==> config.mk <==
export PLATFORM = sky130hd
export DESIGN_NAME = div4_seq
export DESIGN_NICKNAME = d
export VERILOG_FILES = /design/src/rtl/div_pkg.sv /design/src/rtl/div4_seq_sub_n.sv /design/src/rtl/div4_seq.sv
export SDC_FILE = /design/constraint.sdc
export NUM_CORES = 1
export LEC_CHECK = 0
export CAP_MARGIN = 20
export CORE_MARGIN = 2
export CORE_UTILIZATION = 53
export CTS_BUF_LIST = sky130_fd_sc_hd__clkbuf_2 sky130_fd_sc_hd__clkbuf_4 sky130_fd_sc_hd__clkbuf_8
export DETAILED_ROUTE_END_ITERATION = 16
export GPL_ROUTABILITY_DRIVEN = 0
export PLACE_DENSITY = 0.79
export SETUP_SLACK_MARGIN = 0.4
export SKIP_CTS_REPAIR_TIMING = 1
export SLEW_MARGIN = 30
export SYNTH_ARGS = -nofsm -noshare
export SYNTH_HDL_FRONTEND = slang
export SYNTH_SLANG_ARGS = --single-unit
==> constraint.sdc <==
create_clock -name clk -period 2.7 [get_ports clk]
set_input_delay 0.54 -clock clk [delete_from_list [all_inputs] [get_ports clk]]
set_output_delay 0.54 -clock clk [all_outputs]
set_load 0.01 [all_outputs]
==> src/rtl/div_pkg.sv <==
// Shared definitions for the sequential divider: FSM encodings and counter sizing.
// The optional divide-by-zero shortcut is selected by DIV4_ZERO_DETECT_EN in div4_seq.
package div_pkg;

  localparam logic [1:0] IDLE = 2'd0;
  localparam logic [1:0] RUN  = 2'd1;
  localparam logic [1:0] DONE = 2'd2;

  // Counter must hold the value n (bit steps remaining at the start of RUN).
  function automatic int cnt_width(input int n);
    return $clog2(n + 1);
  endfunction

endpackage

==> src/rtl/div4_seq_sub_n.sv <==
// Ripple subtractor (a - b) built from full-adder cells: b inverted, carry-in 1.
// borrow is the inverted carry out of the top cell.
module fa (
  input  logic a,
  input  logic b,
  input  logic ci,
  output logic s,
  output logic co
);
  assign s  = a ^ b ^ ci;
  assign co = (a & b) | (ci & (a ^ b));
endmodule

module sub_n #(
  parameter int W = 5
) (
  input  logic [W-1:0] a,
  input  logic [W-1:0] b,
  output logic [W-1:0] diff,
  output logic         borrow
);
  logic [W:0] c;

  assign c[0] = 1'b1;

  for (genvar i = 0; i < W; i++) begin : g_bit
    fa u_fa (
      .a  (a[i]),
      .b  (~b[i]),
      .ci (c[i]),
      .s  (diff[i]),
      .co (c[i+1])
    );
  end

  assign borrow = ~c[W];
endmodule

==> src/rtl/div4_seq.sv <==
// Sequential restoring divider, one quotient bit per clock, start/busy/done handshake.
// Optional feature: define DIV4_ZERO_DETECT_EN to finish B==0 requests in one cycle with dz set.
module div4_seq
  import div_pkg::*;
#(
  parameter int N = 4
) (
  input  logic         clk,
  input  logic         rst_n,
  input  logic         start,
  input  logic [N-1:0] A,
  input  logic [N-1:0] B,
  output logic [N-1:0] Q,
  output logic [N-1:0] R,
  output logic         busy,
  output logic         done,
  output logic         dz
);

  localparam int CW = cnt_width(N);

  logic [1:0]    state;
  logic [CW-1:0] cnt;
  logic [N-1:0]  rem;
  logic [N-1:0]  qsh;
  logic [N-1:0]  dvs;
  logic [N-1:0]  q_r;
  logic [N-1:0]  r_r;
  logic          dz_r;

  logic [N:0]    trial_a;
  logic [N:0]    diff;
  logic          borrow;
  logic [N-1:0]  rem_nxt;
  logic [N-1:0]  q_nxt;
  logic          zero_op;
  logic          unused_msb;

  // The shifted partial remainder needs N+1 bits because it can reach 2*B-1.
  assign trial_a = {rem, qsh[N-1]};

  sub_n #(.W(N + 1)) u_sub (
    .a      (trial_a),
    .b      ({1'b0, dvs}),
    .diff   (diff),
    .borrow (borrow)
  );

  // A successful subtraction always leaves a value below B, so the top bit is zero.
  assign unused_msb = diff[N];
  assign rem_nxt    = borrow ? trial_a[N-1:0] : diff[N-1:0];
  assign q_nxt      = {qsh[N-2:0], ~borrow};

`ifdef DIV4_ZERO_DETECT_EN
  assign zero_op = (B == '0);
`else
  assign zero_op = 1'b0;
`endif

  always_ff @(posedge clk or negedge rst_n) begin
    if (!rst_n) begin
      state <= IDLE;
      cnt   <= '0;
      rem   <= '0;
      qsh   <= '0;
      dvs   <= '0;
      q_r   <= '0;
      r_r   <= '0;
      dz_r  <= 1'b0;
    end else begin
      case (state)
        IDLE, DONE: begin
          if (start && zero_op) begin
            q_r   <= '1;
            r_r   <= A;
            dz_r  <= 1'b1;
            state <= DONE;
          end else if (start) begin
            qsh   <= A;
            dvs   <= B;
            rem   <= '0;
            cnt   <= CW'(N);
            dz_r  <= 1'b0;
            state <= RUN;
          end else begin
            state <= IDLE;
          end
        end
        RUN: begin
          rem <= rem_nxt;
          qsh <= q_nxt;
          cnt <= cnt - CW'(1);
          if (cnt == CW'(1)) begin
            q_r   <= q_nxt;
            r_r   <= rem_nxt;
            state <= DONE;
          end
        end
        default: state <= IDLE;
      endcase
    end
  end

  assign Q    = q_r;
  assign R    = r_r;
  assign dz   = dz_r;
  assign busy = (state == RUN);
  assign done = (state == DONE);

endmodule

==> flow_metrics.tcl <==
set metrics [dict create \
    status "completed" \
    die_area_um2 2730 \
    place_area_um2 1450 \
    ios 22 \
    fill_cells 163 \
    synth_top_flop_cell "dfrtp_1" \
    hold_start "cnt[1]" \
    hold_viol 0 \
    hpwl_mm 1.62 \
    syn_nets 124 \
    setup_tns_ps 0 \
    crit_path_end_kind "register" \
    place.port_buffers 20 \
    post-route-period-util_pct 86.7 \
    worst_ep_arrival_time_ps 2560 \
    wl_per_cell_um 14.3 \
    cp.required_ps 2920 \
    dr.pass1.iters 3 \
    wl_met2_mm 1.12 \
    worstSkewPairLatency_ps 320 \
    nets 147 \
    grt_pass1_wl_mm 3.65 \
    synthTopCellsByArea "dfrtp_1 51%, mux2_4 8.5%, nand2_1 5.5%" \
    worst-path-buf-inv 0 \
    syn2layout_area_growth_pct 23.0 \
    post-route-min-period_ps 2340 \
    power.density_nw_per_um2 1320 \
    chipWidth_um 52.2 \
    wirelength_met1_mm 1.03 \
    wl_met3_um 83 \
    antenna_cells 0 \
    drtAntennaViolNets 0 \
    cts_made_buffers 3 \
    worstSetupStartpoint "dvs[0]" \
    async_flop_share_pct 100 \
    crit_family "adder cells" \
    cpMostUsedCell "fa_2" \
    ys_ff_latch 25 \
    setup_viol 0 \
    worst_setup_path_start_kind "register" \
    yosysTopAreaCell "dfrtp_1" \
    vias 829 \
    r2r-start "dvs[0]" \
    drcViolationCount 0 \
    path_clk_slew_ps 130 \
    fmaxAchievable_mhz 427 \
    cp_slowest_cell "dfrtp_1" \
    dieHeight_um 52.2 \
    finalClockSkew_ps 4.85 \
    first_global_vias 804 \
    antenna_found_initial 0 \
    critical_path.max_stage_delay_ps 440 \
    slew_violations 0 \
    grt_max_degree 26 \
    num_rows 17 \
    synth_area_um2 1230 \
    h-tree-depth 1 \
    syn_inst 107 \
    rsz0062_at_grt "true" \
    maxCapViolations 0 \
    highest_layer "met4" \
    drt-initial-drc-count 10 \
    syn_area_per_cell_um2 11.5 \
    start_util_pct 55.7 \
    cts_sinks 25 \
    yosysUniqueCellTypes 29 \
    synth_edf_count 0 \
    crit_chain "ha_4 > fa_2 > fa_2 > fa_2 > nor2b_4 > mux2i_2 > mux2_4" \
    vdd_ir_drop_max_v 0.000853 \
    grt_use_total_pct 18.7 \
    core_area_um2 2210 \
    layout-drive-gt1-share_pct 20.9 \
    worst_pin_slew_ps 589 \
    ys_warn_count 0 \
    grt-ovfl-total 0 \
    drt_wl_total_mm 2.25 \
    ys_seq_area_share_pct 50.8 \
    yosysTopAreaCellShare_pct 50.8 \
    stdcell_area_um2 1520 \
    cts_tree "yes" \
    setup.worst_path.class "register to register" \
    leakage_nw 0.685 \
    clk_path_buf_depth 2 \
    cts_root_buf "clkbuf_4" \
    detail_route.vias_per_cell 5.28 \
    maxSlewHeadroom_pct 60.7 \
    worstPathMaxFanout 6 \
    hold_class "register to register" \
]
[power by group]
| group | switching, mW | internal (mW) |
|---|---|---|
| registers | 0.134 | 0.559 |
| logic | 0.504 | 0.625 |
| clock network | 0.109 | 0.0678 |
[per-stage QoR]
stage          worst slack (ps)  instances  power (mW)  hold WS (ps)  util (%)
2_1_floorplan               406        107        1.44           244         -
3_3_place_gp                449        151        1.68           473      65.3
3_5_place_dp                384        151        1.73           482      65.3
4_1_cts                     369        155        1.90           511      66.7
5_1_grt                     301        157        2.16           539      68.6
6_report                    358        157        2.00           503      68.6
[cells in the mapped netlist (2+ instances only)]
cell / n
o21ai_0: 2
buf_6: 2
mux2_4: 7
dfrtp_1: 25
inv_1: 7
nor2b_1: 2
buf_2: 2
nor2_1: 6
a31oi_1: 3
a21oi_1: 3
fa_1: 3
nand2_1: 18
a22o_1: 3
mux2i_1: 5
o2bb2ai_1: 2
buf_4: 2
ha_1: 3
[metal layers]
metal  vias up  GRT usage [%]
li1        396              -
met1       416           23.5
met2        15           32.3
met3         2           3.43
met4         0           6.41
met5         -              0
[logic make-up (layout without fill, tap and decap cells)]
family / Yosys count / after routing / synth area share (%)
adder cells (fa/ha/maj): 6 / 6 / 7.92
multiplexers: 12 / 12 / 12.6
other: 1 / 1 / 0.304
flip-flops: 25 / 25 / 50.8
AO/OA/AOI/OAI: 15 / 15 / 8.33
buffers and inverters: 14 / 36 / 6.40
AND/OR/NAND/NOR: 34 / 34 / 13.7
[placed cells by master, fill, tap and decap left out, drive strengths merged, types with 4 or more instances in the layout]
cell | netlist | layout
clkbuf | 0 | 4
dfrtp | 25 | 25
clkdlybuf4s50 | 0 | 20
mux2 | 7 | 7
nand2 | 18 | 18
buf | 6 | 4
inv | 7 | 7
nor2 | 7 | 7
mux2i | 5 | 5
[registers in the layout, summed over array words and instances (netlist names)]
signal / count
Q: 4
R: 4
dvs: 4
qsh: 4
rem: 4
cnt: 3
state: 2
[worst paths after layout]
| check | cells past startpoint | to | slack (ps) |
|---|---|---|---|
| max reg2reg | 7 | R[1] | 360 |
| max in group asynchronous | 2 | dvs[3] | 1900 |
| max | 7 | R[1] | 360 |
| min | 1 | cnt[1] | 500 |
| min in group asynchronous | 2 | qsh[0] | 560 |
| min reg2reg | 1 | cnt[1] | 500 |
[final cells by class]
cell class	count	area (µm²)	share of cell area (%)
sequential	25	626	41.3
clock buffer	4	30.0	1.98
multi-input combinational	68	564	37.2
tap	28	35.0	2.31
timing repair buffer	24	230	15.2
inverter	8	31.3	2.06
Note: power is estimated with default switching activity, not from simulation.
